### src/rtl/vga_scan_ctrl.sv
// vga_scan_ctrl - VGA scan generator and pixel compositor.
//
// The two wrapping counters (h_q and v_q) drive the row_addr, col_addr and
// fresh outputs to every layer. The design collects one px bit per layer and
// resolves the bits by priority into 12-bit RGB. The raw visible, hsync and
// vsync signals are delayed so that they line up with the layers' registered
// px.
//
// Ports
//   clk_i       pixel clock
//   rst_i       synchronous reset, active-high
//   px_i        per-layer pixel-on flags, valid PX_LAT cycles after address
//   row_addr_o  current line, 9'h1FF during vertical blanking
//   col_addr_o  current horizontal count
//   fresh_o     1 during active lines, falls on entry to vertical blanking
//   hs_o/vs_o   syncs, active-low
//   rdn_o       blank, active-low (0 = visible pixel)
//   rgb_o       {r,g,b} 4 bits each, 0 when blanked
module vga_scan_ctrl #(
  parameter int H_ACTIVE = 640,
  parameter int H_FP     = 16,
  parameter int H_SYNC   = 96,
  parameter int H_BP     = 48,
  parameter int V_ACTIVE = 480,
  parameter int V_FP     = 10,
  parameter int V_SYNC   = 2,
  parameter int V_BP     = 33,
  parameter int LAYERS   = 4,
  parameter int PX_LAT   = 1,
  // Layer i colour is COLORS[12*i+:12]. With the default value, layer 0 is
  // 000, layer 1 is 0F0, layer 2 is F00 and layer 3 is 555.
  parameter logic [LAYERS*12-1:0] COLORS = {12'h555, 12'hF00, 12'h0F0, 12'h000},
  parameter logic [11:0]          BG     = 12'hFFF
) (
  input  logic              clk_i,
  input  logic              rst_i,
  input  logic [LAYERS-1:0] px_i,
  output logic [8:0]        row_addr_o,
  output logic [9:0]        col_addr_o,
  output logic              fresh_o,
  output logic              hs_o,
  output logic              vs_o,
  output logic              rdn_o,
  output logic [11:0]       rgb_o
);

  localparam logic [9:0] H_VIS    = 10'(H_ACTIVE);
  localparam logic [9:0] HS_START = 10'(H_ACTIVE + H_FP);
  localparam logic [9:0] HS_END   = 10'(H_ACTIVE + H_FP + H_SYNC);
  localparam logic [9:0] H_LAST   = 10'(H_ACTIVE + H_FP + H_SYNC + H_BP - 1);
  localparam logic [9:0] V_VIS    = 10'(V_ACTIVE);
  localparam logic [9:0] VS_START = 10'(V_ACTIVE + V_FP);
  localparam logic [9:0] VS_END   = 10'(V_ACTIVE + V_FP + V_SYNC);
  localparam logic [9:0] V_LAST   = 10'(V_ACTIVE + V_FP + V_SYNC + V_BP - 1);

  typedef struct packed {
    logic vis;
    logic hs;
    logic vs;
  } tm_t;

  localparam tm_t TM_IDLE = '{vis: 1'b0, hs: 1'b1, vs: 1'b1};

  logic [9:0] h_q, h_d, v_q, v_d;

  // Stage 0 is the raw timing at the current count. Stage k is that timing
  // k cycles later. tm_q holds stages 1..PX_LAT.
  tm_t [PX_LAT-1:0] tm_q;
  tm_t [PX_LAT:0]   tm_pipe;
  tm_t              tm_raw;

  logic        hs_q, vs_q, rdn_q;
  logic [11:0] rgb_q, rgb_d;

  // Counter next state
  always_comb begin
    h_d = h_q + 10'd1;
    v_d = v_q;
    if (h_q == H_LAST) begin
      h_d = '0;
      v_d = (v_q == V_LAST) ? '0 : v_q + 10'd1;
    end
  end

  always_comb begin
    tm_raw.vis = (h_q < H_VIS) && (v_q < V_VIS);
    tm_raw.hs  = !((h_q >= HS_START) && (h_q < HS_END));
    tm_raw.vs  = !((v_q >= VS_START) && (v_q < VS_END));
  end

  assign tm_pipe = {tm_q, tm_raw};

  // Priority compositor. The loop runs from the highest index down, so the
  // lowest set bit is written last and wins. Blanking overrides any px.
  always_comb begin
    rgb_d = BG;
    for (int i = LAYERS - 1; i >= 0; i--) begin
      if (px_i[i]) rgb_d = COLORS[12*i +: 12];
    end
    if (!tm_pipe[PX_LAT].vis) rgb_d = '0;
  end

  always_ff @(posedge clk_i) begin
    if (rst_i) begin
      h_q   <= '0;
      v_q   <= '0;
      tm_q  <= {PX_LAT{TM_IDLE}};
      hs_q  <= 1'b1;
      vs_q  <= 1'b1;
      rdn_q <= 1'b1;
      rgb_q <= '0;
    end else begin
      h_q   <= h_d;
      v_q   <= v_d;
      tm_q  <= tm_pipe[PX_LAT-1:0];
      hs_q  <= tm_pipe[PX_LAT].hs;
      vs_q  <= tm_pipe[PX_LAT].vs;
      rdn_q <= !tm_pipe[PX_LAT].vis;
      rgb_q <= rgb_d;
    end
  end

  assign col_addr_o = h_q;
  // 9'h1FF lies outside every layer's draw band, so the layers draw nothing
  // during vertical blanking.
  assign row_addr_o = (v_q < V_VIS) ? v_q[8:0] : 9'h1FF;
  assign fresh_o    = (v_q < V_VIS);
  assign hs_o       = hs_q;
  assign vs_o       = vs_q;
  assign rdn_o      = rdn_q;
  assign rgb_o      = rgb_q;

endmodule
### config.mk
export PLATFORM = sky130hd
export DESIGN_NAME = vga_scan_ctrl
export DESIGN_NICKNAME = d
export VERILOG_FILES = /design/src/rtl/vga_scan_ctrl.sv
export SDC_FILE = /design/constraint.sdc
export NUM_CORES = 1
export LEC_CHECK = 0
export CAP_MARGIN = 0
export CORE_ASPECT_RATIO = 1.1
export CORE_MARGIN = 1
export CORE_UTILIZATION = 30
export DETAILED_ROUTE_END_ITERATION = 6
export GPL_ROUTABILITY_DRIVEN = 1
export PLACE_DENSITY = 0.6
export SLEW_MARGIN = 20
export SYNTH_ARGS = -nofsm -noshare
export SYNTH_HDL_FRONTEND = slang
export SYNTH_SLANG_ARGS = --single-unit
### constraint.sdc
create_clock -name clk_i -period 2.8 [get_ports clk_i]
set_input_delay 0.84 -clock clk_i [delete_from_list [all_inputs] [get_ports clk_i]]
set_output_delay 0.84 -clock clk_i [all_outputs]
set_load 0.02 [all_outputs]
==> results of run 1 <==
==> synthesized netlist by cell type, types with 4 or more instances <==
cell type | number | area share [%]
dfxtp_1 | 32 | 45
nor2_1 | 21 | 5.5
nand2_1 | 11 | 2.9
xor2_1 | 9 | 5.5
inv_1 | 8 | 2.1
buf_4 | 7 | 3.7
o21ai_0 | 7 | 2.5
or3_1 | 7 | 3.1
a21oi_1 | 6 | 2.1
or2_2 | 6 | 2.6
ha_1 | 5 | 4.4
nand4_1 | 4 | 1.8
==> per-layer routing <==
metal  global-route usage (%)  up-vias
met3                    4.755        6
met2                    18.70       31
met4                    8.333        0
li1                         -      590
met1                    14.71      486
met5                        0        -
==> sequential cells by signal (all words and copies together), names as in the netlist <==
register    flops
hs_o            1
col_addr_o     10
v_q            10
tm_pipe         3
rdn_o           1
rgb_o           6
vs_o            1
==> placed cells by master (no fill, tap or decap), drive strengths merged <==
cell,n
xor2,9
inv,8
and2,1
a21oi,7
clkdlybuf4s50,40
ha,5
dfxtp,32
nand3,3
or4bb,1
or2,7
and3,5
xnor2,3
nand4,5
buf,1
a211oi,1
nor3,3
nand2b,3
or3,7
and4,2
nand2,11
clkinv,1
a31o,1
a21boi,1
o21ai,7
clkbuf,6
nor4b,1
nor2,21
and3b,1
mux2i,1
==> worst max-delay path, cell delays in order, from the launching register on <==
cell             delay (ps)
dfxtp_1                 340
and3_1                  210
a21oi_2                 280
clkdlybuf4s50_1         660
==> cell families (layout without fill, tap and decap cells) <==
logic type,count (synthesis),count (layout),share of synthesized area [%]
simple gates,71,71,27.87
mux,1,1,0.7012
xor+xnor,12,12,7.363
flops,32,32,44.87
buf+inv,19,56,7.975
compound gates,17,17,6.837
fa+ha+maj,5,5,4.382
==> where the power goes <==
group	switching, uW	internal [uW]
sequential	5.57	463
clock	160	169
combinational	27.6	27.6
==> layout make-up <==
type                    count  area share, %
clock buffers               6          3.818
clock inverters             1         0.2633
inverters                   8          1.580
multi-input cells         106          35.62
flip-flops and latches     32          33.71
well taps                  54          3.555
repair buffers             41          21.46
==> through the flow <==
stage          instance area [um^2]  total power (uW)
6_report                       1901             851.7
5_1_grt                        1901             895.0
4_1_cts                        1901             868.0
3_5_place_dp                   1819             534.7
3_3_place_gp                   1819             534.3
2_1_floorplan                  1428             509.3
==> how the worst max path moves through the flow <==
| stage | startpoint | to | slack [ps] | depth (start not counted) |
|---|---|---|---|---|
| after detailed placement | v_q[6] | fresh_o | 320 | 3 |
| after global routing | v_q[5] | fresh_o | 80 | 3 |
| after global placement | v_q[6] | fresh_o | 340 | 3 |
| after floorplan | v_q[7] | row_addr_o[0] | 640 | 3 |
| after CTS | v_q[6] | fresh_o | 160 | 3 |
| final | v_q[6] | fresh_o | 190 | 3 |
==> results.tsv, run 1 <==
metric	value	unit
outcome	complete, no violations	
setup repair after global routing missed its margin	no	
number of global-route vias before repair	957	
Max Fclk	383.8	MHz
R2R cell count	5	
count of boundary I/O pins	41	
transition time at the pin with the least slew margin	311.7	ps
Reg-to-Reg End	v_q[6]	
fraction of final layout cells sized beyond drive strength 1	11.34	%
die boundary height	74.35	um
vias	1113	
clock transition at the register clock pins on the worst setup and hold paths after CTS	60	ps
Net count, final	205	
all-layer global routing usage	12.49	%
CTS Buffer Depth	2	
nets in the synthesized netlist	168	
Setup crit end kind	output pin	
flops & latches, synth	32	
Cell Pwr Density	448.1	nW/um^2
hold path depth	1	
clock insertion delay at the later pin of the skew report	280	ps
worst setup slack after placement	316.4	ps
area of the multi-input gates	676.9	um^2
hold buffers post-CTS	0	
largest net degree at the start of global routing	11	
row cnt	25	
total detailed-routing wirelength	2.750	mm
clock tree sinks	32	
number of slew-limit violations in the final report	0	
Synth Warn #	0	
total DRC errors in the routed layout	0	
Gates resized, CTS repair	1	
Reg-to-Reg Start	col_addr_o[0]	
final core utilization	42.79	%
worst-path maximum fanout	6	
overall die width	67.78	um
top flip-flop cell by instance count after synthesis	dfxtp_1	
data arrival time at the worst-slack endpoint	1770	ps
classification of the worst-slack hold path	reg2reg	
core region area	4442	um^2
async set-reset flop share out of synthesis	0	%
Post-Layout Cell Count	248	
unique cell type count in the Yosys netlist	33	
register cell area after layout	640.6	um^2
setup tns final	0	ps
endpoints failing hold	0	
number of instances in the synthesized netlist	157	
maximum VDD drop	0.0002279	V
Die ar.	5039	um^2
detailed-router iteration count before antenna repair	4	
CTS buffer count	5	
fin crit period	2606	ps
Routability Congestion	0.7376	
Worst Setup Path Type	reg2out	
area of the mapped netlist	1428	um^2
required time of the worst setup path	1960	ps
sequential share of the synthesized area	44.87	%
flop-to-flop setup slack	1080	ps
depth of the CTS H-tree	2	
number of antenna violations at the first check in global routing	0	
wire per inst	11.09	um
total length of routed met2 wires	1.261	mm
Initial DRC Count	57	
detailed-routed wire length on met3	176	um
Met1 Routed Length	1.235	mm
vias per cell	4.488	
residual overflow from global routing	0	
count of filler cells inserted in the layout	474	
critical hold path startpoint	tm_pipe[3]	
highest routed layer	met4	
TritonCTS clock tree	done	
number of flops mapped to enable cells by yosys	0	
Finish-stage setup viols	0	
IO buf count	40	
setup bufs post-CTS	0	
final worst hold slack	412.1	ps
synthesis-to-layout area growth	33.13	%
number of max-cap violations	0	
Root Driver	clkbuf_8	
final period utilization	93.06	%
mean instance size in the synthesized netlist	9.093	um^2
initial core utilization	32.14	%
Hold Crit Endpoint	vs_o	
Inserted Diodes	0	
worst-case setup margin in the final layout	194.2	ps
global-route wire length before repair	4.457	mm
number of cells in the design after placement	241	
total half-perimeter wirelength after legalization and detailed placement	2.025	mm
slew margin rel.	79.13	%
Clock Skews	6.695	ps
leakage power	0.0007571	uW
Critical Path Start Type	flop	
antenna-violating nets left	0	
(Power assumes the default switching activity.)
==> run 2, diff against run 1 <==
--- a/config.mk
+++ b/config.mk
@@ -12,7 +12,7 @@
 export DETAILED_ROUTE_END_ITERATION = 6
 export GPL_ROUTABILITY_DRIVEN = 1
 export PLACE_DENSITY = 0.6
-export SLEW_MARGIN = 20
+export SLEW_MARGIN = 40
 export SYNTH_ARGS = -nofsm -noshare
 export SYNTH_HDL_FRONTEND = slang
 export SYNTH_SLANG_ARGS = --single-unit
==> results of run 2 <==
The final DEF is identical to that of run 1; final timing and power are the same.
